## src/rtl/pipe_dbg_pkg.sv

```systemverilog
// Shared debug-control types for the MIPS pipeline: run states, host command
// codes and the halt opcode recognised by fetch/decode/writeback.
package pipe_dbg_pkg;

   typedef enum logic [1:0] {
      ST_IDLE = 2'b00,
      ST_RUN  = 2'b01,
      ST_STEP = 2'b10,
      ST_DONE = 2'b11
   } run_state_t;

   typedef enum logic [1:0] {
      CMD_NOP  = 2'b00,
      CMD_RUN  = 2'b01,
      CMD_STEP = 2'b10,
      CMD_STOP = 2'b11
   } cmd_code_t;

   localparam logic [5:0] HALT_OPCODE = 6'b111111;
   localparam int         STEP_W      = 8;
   localparam int         COUNT_W     = 32;

endpackage

```

## src/rtl/pipeline_run_ctrl_sat_counter.sv

```systemverilog
// Enable-driven up-counter that sticks at all-ones; async active-low clear.
module sat_counter #(
   parameter int W = 32
) (
   input  logic         clk,
   input  logic         clr_n,
   input  logic         en,
   output logic [W-1:0] count
);

   logic at_max;

   assign at_max = (count == {W{1'b1}});

   always_ff @(posedge clk or negedge clr_n) begin
      if (!clr_n) begin
         count <= '0;
      end else if (en && !at_max) begin
         count <= count + W'(1);
      end
   end

endmodule

```

## src/rtl/pipeline_run_ctrl.sv

```systemverilog
// Debug run controller: owns the pipeline-wide debug stall, executes host
// RUN/STEP/STOP commands, stops on retired halt or cycle watchdog.
module pipeline_run_ctrl
   import pipe_dbg_pkg::*;
#(
   parameter int          STEP_CYCLES = 1,
   parameter logic [31:0] MAX_CYCLES  = 32'hFFFF_FFFF
) (
   input  logic        clk,
   input  logic        rst_n,
   input  logic        cmd_valid,
   input  logic [1:0]  cmd_code,
   output logic        cmd_ready,
   input  logic        halt_seen,
   output logic        stall_db,
   output logic [1:0]  state,
   output logic [31:0] cycle_count,
   output logic        done_pulse,
   output logic        timeout
);

   run_state_t         state_q;
   run_state_t         state_next;
   logic [STEP_W-1:0]  step_q;
   logic [STEP_W-1:0]  step_next;
   logic               timeout_set;
   logic               timeout_clr;
   logic               cmd_fire;
   cmd_code_t          cmd;
   logic               wd_hit;
   logic [COUNT_W:0]   count_plus1;

   assign cmd       = cmd_code_t'(cmd_code);
   assign cmd_ready = (state_q != ST_STEP);
   assign cmd_fire  = cmd_valid && cmd_ready;
   assign state     = state_q;

   // Widened by one bit so the +1 compare cannot wrap at the top of the range.
   assign count_plus1 = {1'b0, cycle_count} + (COUNT_W+1)'(1);
   assign wd_hit      = (MAX_CYCLES != 32'd0) && !stall_db &&
                        (count_plus1 == {1'b0, MAX_CYCLES});

   sat_counter #(
      .W (COUNT_W)
   ) u_cycle_cnt (
      .clk   (clk),
      .clr_n (rst_n),
      .en    (!stall_db),
      .count (cycle_count)
   );

   always_comb begin
      state_next  = state_q;
      step_next   = step_q;
      timeout_set = 1'b0;
      timeout_clr = 1'b0;
      case (state_q)
         ST_IDLE: begin
            if (cmd_fire && cmd == CMD_RUN) begin
               state_next = ST_RUN;
            end else if (cmd_fire && cmd == CMD_STEP) begin
               step_next  = STEP_W'(STEP_CYCLES);
               state_next = ST_STEP;
            end
         end
         // Halt outranks both the watchdog and a concurrent STOP.
         ST_RUN: begin
            if (halt_seen) begin
               state_next = ST_DONE;
            end else if (wd_hit) begin
               state_next  = ST_DONE;
               timeout_set = 1'b1;
            end else if (cmd_fire && cmd == CMD_STOP) begin
               state_next = ST_IDLE;
            end
         end
         ST_STEP: begin
            if (halt_seen) begin
               state_next = ST_DONE;
            end else begin
               step_next = (step_q != '0) ? step_q - STEP_W'(1) : step_q;
               if (step_q <= STEP_W'(1)) begin
                  state_next = ST_IDLE;
               end
            end
         end
         ST_DONE: begin
            if (cmd_fire && cmd == CMD_STOP) begin
               state_next  = ST_IDLE;
               timeout_clr = 1'b1;
            end
         end
         default: state_next = ST_IDLE;
      endcase
   end

   // stall_db is registered from the next state so it never sees inputs combinationally.
   always_ff @(posedge clk or negedge rst_n) begin
      if (!rst_n) begin
         state_q    <= ST_IDLE;
         step_q     <= '0;
         stall_db   <= 1'b1;
         done_pulse <= 1'b0;
         timeout    <= 1'b0;
      end else begin
         state_q    <= state_next;
         step_q     <= step_next;
         stall_db   <= (state_next == ST_IDLE) || (state_next == ST_DONE);
         done_pulse <= (state_next == ST_DONE) && (state_q != ST_DONE);
         if (timeout_set) begin
            timeout <= 1'b1;
         end else if (timeout_clr) begin
            timeout <= 1'b0;
         end
      end
   end

endmodule

```

## config.mk

```make
export PLATFORM = sky130hd
export DESIGN_NAME = pipeline_run_ctrl
export DESIGN_NICKNAME = d
export VERILOG_FILES = /design/src/rtl/pipe_dbg_pkg.sv /design/src/rtl/pipeline_run_ctrl_sat_counter.sv /design/src/rtl/pipeline_run_ctrl.sv
export SDC_FILE = /design/constraint.sdc
export NUM_CORES = 1
export LEC_CHECK = 0
export CORE_AREA = 2 2 65 91
export DETAILED_ROUTE_END_ITERATION = 8
export DIE_AREA = 0 0 67 93
export PLACE_DENSITY = 0.8
export SLEW_MARGIN = 20
export SYNTH_ARGS = -nofsm -noshare
export SYNTH_HDL_FRONTEND = slang
export SYNTH_SLANG_ARGS = --single-unit
export TNS_END_PERCENT = 1
```

## constraint.sdc

```tcl
create_clock -name clk -period 2.76 [get_ports clk]
set_input_delay 0.414 -clock clk [delete_from_list [all_inputs] [get_ports clk]]
set_output_delay 0.414 -clock clk [all_outputs]
set_load 0.01 [all_outputs]
```

### Word level (Yosys, flattened, before mapping)

Cells that the tools add are included.

| cells by class | value |
|---|---|
| add/subtract/negate cells | 3 |
| magnitude comparators | 1 |
| equality and inequality tests | 15 |
| multiplexer cells | 20 |
| reduce and logical (&&, ||, !) cells | 16 |

Operator list:

| operator | number |
|---|---|
| $add A32 B1 Y33 const B | 1 |
| $eq A33 B32 Y1 const B | 1 |
| $add A32 B1 Y32 const B | 1 |
| $eq A32 B32 Y1 const B | 1 |
| $mux W8 | 4 |
| $pmux W8 S2 | 1 |
| $mux W2 | 7 |
| $ne A2 B2 Y1 const B | 6 |
| $eq A2 B2 Y1 const B | 5 |
| $le A8 B1 Y1 const B | 1 |
| $pmux W2 S4 | 1 |
| $reduce_bool A8 Y1 | 1 |
| $sub A8 B1 Y8 const B | 1 |
| $logic_and A1 B1 Y1 | 7 |
| $mux W1 | 7 |
| $reduce_and A5 Y1 | 1 |
| $eq A2 B1 Y1 const B | 2 |
| $logic_not A2 Y1 | 2 |
| $reduce_bool A2 Y1 | 2 |
| $logic_not A1 Y1 | 2 |
| $logic_or A1 B1 Y1 | 1 |

| word-level totals | value |
|---|---|
| register bits | 45 |
| logic and storage cells | 61 |

### Depth between registers and ports, before layout

| logic depth | value |
|---|---|
| word-level depth | 9 |
| gate-level depth with buffers | 11 |
| mapped depth without buffers | 11 |

### By module

From an unflattened synthesis, not the netlist that was laid out.

| second synthesis, totals | value |
|---|---|
| cell total of the unflattened synthesis | 259 |
| area total of the unflattened synthesis | 2492.4 µm² |

By module, submodules not included:

| module | times used | cells each | area each (µm²) | sequential area each (µm²) |
|---|---|---|---|---|
| sat_counter | 1 | 144 | 1561.5 | 800.8 |
| pipeline_run_ctrl | 1 | 115 | 930.9 | 326.6 |

### Least setup slack after synthesis

Ideal clock, no wire load.

| path | value |
|---|---|
| path kind | reg-to-reg |
| start point | register u_cycle_cnt.count[0] |
| end point | register done_pulse |
| setup time | 0.084 ns |
| arrival | 2.515 ns |
| data required time | 2.676 ns |
| setup slack | 0.161 ns |
| cell stages (with the launch flop) | 10 |
| buffers on the path | 0 |
| cells stage by stage | dfrtp_1 > ha_1 > xnor2_1 > or3_2 > or4_1 > nor4_2 > nand3_2 > a21oi_1 > ha_1 > a21boi_0 |

| between the ends | value |
|---|---|
| word-level cells in the longest chain between the ends | 8 |

Ends and longest elaborated chain:

| what | line | text |
|---|---|---|
| from (decl) | pipeline_run_ctrl_sat_counter.sv:8 | `output logic [W-1:0] count` |
| from (signal assigned) | pipeline_run_ctrl_sat_counter.sv:19 | `count <= count + W'(1);` |
| $add A32 B1 Y33 | pipeline_run_ctrl.sv:39 | `assign count_plus1 = {1'b0, cycle_count} + (COUNT_W+1)'(1);` |
| $eq A33 B32 Y1 | pipeline_run_ctrl.sv:41 | `(count_plus1 == {1'b0, MAX_CYCLES});` |
| $logic_and A1 B1 Y1 | pipeline_run_ctrl.sv:40 | `assign wd_hit = (MAX_CYCLES != 32'd0) && !stall_db &&` |
| $mux W2 | pipeline_run_ctrl.sv:70 | `end else if (wd_hit) begin` |
| $mux W2 | pipeline_run_ctrl.sv:68 | `if (halt_seen) begin` |
| $pmux W2 S4 | pipeline_run_ctrl.sv:57 | `case (state_q)` |
| named net state_next[0] | pipeline_run_ctrl.sv:23 | `run_state_t state_next;` |
| $eq A2 B2 Y1 | pipeline_run_ctrl.sv:109 | `done_pulse <= (state_next == ST_DONE) && (state_q != ST_DONE);` |
| $logic_and A1 B1 Y1 | pipeline_run_ctrl.sv:109 |  |
| to (signal assigned) | pipeline_run_ctrl.sv:109 |  |
| to (decl) | pipeline_run_ctrl.sv:18 | `output logic done_pulse,` |

The timed path passes the listed nets, and every way through them passes these cells.
A chain may end at the register's enable or synchronous reset.

### Final worst setup path

| path | value |
|---|---|
| start point | register u_cycle_cnt.count[1] |
| end point | register stall_db |

| between the ends | value |
|---|---|
| word-level cells in the longest chain between the ends | 8 |

Ends and longest elaborated chain:

| what | line | text |
|---|---|---|
| $add A32 B1 Y33 (*) | pipeline_run_ctrl.sv:39 |  |
| $eq A33 B32 Y1 (*) | pipeline_run_ctrl.sv:41 |  |
| $logic_and A1 B1 Y1 (*) | pipeline_run_ctrl.sv:40 |  |
| $mux W2 (*) | pipeline_run_ctrl.sv:70 |  |
| $mux W2 (*) | pipeline_run_ctrl.sv:68 |  |
| $pmux W2 S4 (*) | pipeline_run_ctrl.sv:57 |  |
| named net state_next[1] | pipeline_run_ctrl.sv:23 |  |
| $eq A2 B2 Y1 / $logic_not A2 Y1 (equally long branches) | pipeline_run_ctrl.sv:108 | `stall_db <= (state_next == ST_IDLE) \|\| (state_next == ST_DONE);` |
| $logic_or A1 B1 Y1 (*) | pipeline_run_ctrl.sv:108 |  |
| to (signal assigned) | pipeline_run_ctrl.sv:108 |  |
| to (decl) | pipeline_run_ctrl.sv:15 | `output logic stall_db,` |

The timed path passes the listed nets; every way through them passes the cells marked *.

==> results.yml <==
grt:
  grt.total_usage: 0.207
  grt-busiest-layer: "met2"
  grtUsageMet1: 0.243
  grt_pass1_vias: 2310
  grt_util_met2: 0.382
  grt_pass1_wl_um: 10100
  antenna_found_initial: 0
  grt-ovfl-total: 0
  grt_max_degree: 46
  gr-usage-met3: 0.0289
pwr:
  pwr-share-clk: 0.220
  combPwrFrac: 0.359
  p_leak_nw: 1.50
  p_int_mw: 1.49
  ir_drop_uv: 675
  swShare: 0.355
  sequentialPowerShare: 0.421
  p_sw_mw: 0.821
  p_per_area_nw_per_um2: 670
  finalPower_mw: 2.31
synth:
  synth_cell_types: 44
  synth_seq_cells: 45
  ys_seq_area_frac: 0.432
  synth_area_leaders: "dfrtp_1 42%, xor2_1 9.4%, xnor2_1 6.7%, nor2_1 4.6%, nand3_1 3.6%"
  ys_warn_count: 0
  synth_flop_cell: "dfrtp_1"
  syn_avg_cell_area_um2: 9.85
  synth_top_area_share: 0.422
  synth_edf_count: 0
  synth_area_um2: 2610
  synth_top_area_cell: "dfrtp_1"
  syn_inst: 265
  synthArstFlopShare: 1.00
  synth_common_cells: "44 x dfrtp_1, 32 x nor2_1, 28 x xor2_1"
  synth.most_common_cell: "dfrtp_1"
  syn_nets: 277
routing:
  dr.pass1.iters: 4
  drt-total-wl_um: 6310
  vias: 2265
  viasPerCell: 5.68
  drtIter0Drc: 62
  postRouteAntennaNets: 0
  drc: 0
  wl_per_cell_um: 15.8
timing:
  fin_crit_ps: 2700
  relSlewSlack: 0.623
  finalSetupTns_ps: 0
  timing.fmax_ghz: 0.370
  hold_violations: 0
  setup-violations-final: 0
  period_share: 0.980
  fin_worst_skew_ps: 6.59
  finalMaxSlewViolations: 0
  tightestPinTransition_ps: 565
placement:
  io_buffers: 43
  placed_cell_area_um2: 3180
  gp_congestion: 0.949
  numPlacedInstances: 382
  post-dp-hpwl_um: 4460
floorplanning:
  row_count: 32
  die_h_um: 93
  die_w_um: 67
  fp.dieArea_um2: 6230
  core_area_um2: 5450
  start_util: 0.479
  ioPinCount: 44
clock_network:
  numCtsBuffers: 5
  cts_tree: "built"
  cts.htree.levels: 2
  cts_root_buf: "clkbuf_8"
  clock_sinks: 45
  clockBufferDepth: 2
  clk_latency_ps: 310
  clk_pin_slew_worst_paths_ps: 90
setup_path:
  crit_type: "reg -> reg"
  crit_arrival_ps: 2960
  critPathCaptureType: "flip-flop"
  required_ps: 3010
  reg2reg_depth: 10
  start_kind: "flip-flop"
  crit_fanout: 5
worst_hold_path:
  min-delay-path-class: "in -> async"
finish:
  area_delta_synth_final_pct: 32.1
  final_cells: 399
  antenna_cells: 0
  finalInstanceArea_um2: 3450
  nets: 342
  drive_gt1_frac: 0.190
run_status:
  status: "complete, no violations"
job:
  max_cap_viol_count: 0
[logic make-up after synthesis]
| logic type | Yosys count | synth area share |
|---|---|---|
| AO/OA/AOI/OAI | 22 | 0.0566 |
| XOR/XNOR | 48 | 0.161 |
| adder cells (fa/ha/maj) | 6 | 0.0288 |
| buffers and inverters | 14 | 0.0288 |
| flip-flops | 45 | 0.432 |
| AND/OR/NAND/NOR | 130 | 0.293 |
[through the flow]
step           worst slack (ps)  hold WS, ps   util
3_5_place_dp               15.1          504  0.584
2_1_floorplan               161          118      -
6_report                   55.5          101  0.633
3_3_place_gp                128          491  0.584
4_1_cts                    6.83          304  0.605
5_1_grt                   -56.6          143  0.633
[critical path: stages, from the launching register on]
cell	delay, ps
dfrtp_2	420
buf_4	160
nand4_4	150
or3_1	430
or2_1	270
xor2_1	170
nor4_2	320
nand3_2	180
a21oi_2	210
ha_2	300
inv_1	50
[layout by cell type, fill, tap and decap left out, types with 3 or more instances in the layout]
cell type | netlist | final
dfrtp_1 | 44 | 33
buf_4 | 1 | 21
clkbuf_8 | 1 | 5
nor2_1 | 32 | 32
xnor2_1 | 20 | 20
and3_1 | 4 | 4
or3_1 | 4 | 4
ha_1 | 6 | 4
and4_1 | 4 | 4
nand2_1 | 21 | 21
nand3_1 | 19 | 18
a21oi_1 | 6 | 4
o21ai_0 | 7 | 7
inv_1 | 8 | 8
nand4_1 | 15 | 15
nand4_4 | 2 | 3
nor4_4 | 1 | 4
dfrtp_2 | 0 | 11
nor3_1 | 6 | 5
clkdlybuf4s50_1 | 0 | 42
xor2_1 | 28 | 28
[routing by layer]
metal  vias up  routed length [um]
li1       1073                   -
met4         0                  79
met1      1132                2530
met2        52                3460
met5         -                   0
met3         8                 234
[power groups by stage]
stage / logic (mW) / registers [mW] / clock network [mW]
2_1_floorplan: 0.421 / 0.954 / 0
3_3_place_gp: 0.712 / 0.964 / 0
3_5_place_dp: 0.728 / 0.974 / 0
4_1_cts: 0.736 / 0.961 / 0.519
5_1_grt: 0.913 / 0.997 / 0.547
6_report: 0.829 / 0.974 / 0.508
[flip-flops by register name, indices dropped and copies added, names as in the netlist]
register           flops
stall_db               1
done_pulse             1
step_q                 8
timeout                1
state                  2
u_cycle_cnt.count     32
[path summary, 6_finish.rpt]
| check | from | end | slack [ps] |
|---|---|---|---|
| min | rst_n | u_cycle_cnt.count[20] | 100 |
| max reg2reg | u_cycle_cnt.count[1] | stall_db | 60 |
| max | u_cycle_cnt.count[1] | stall_db | 60 |
| min in group clk | u_cycle_cnt.count[31] | u_cycle_cnt.count[31] | 520 |
| min reg2reg | u_cycle_cnt.count[31] | u_cycle_cnt.count[31] | 520 |
| max in group asynchronous | rst_n | u_cycle_cnt.count[5] | 2240 |
[repair_timing]
action                                  4_1_cts  5_1_grt
endpoints found under the setup margin        1        2
gates resized for setup                       1       23
pin swaps                                     0        7
setup buffers                                 0        9
hold buffers                                  0        0
[layout make-up]
| class | count | area, um2 |
|---|---|---|
| sequential | 45 | 1140 |
| inverter | 8 | 30.0 |
| tap | 68 | 85.1 |
| fill | 448 | 2000 |
| clock buffer | 5 | 68.8 |
| clock inverter | 3 | 46.3 |
| timing repair buffer | 64 | 598 |
| multi-input combinational | 206 | 1480 |
Note: power is estimated with default switching activity, not from simulation.
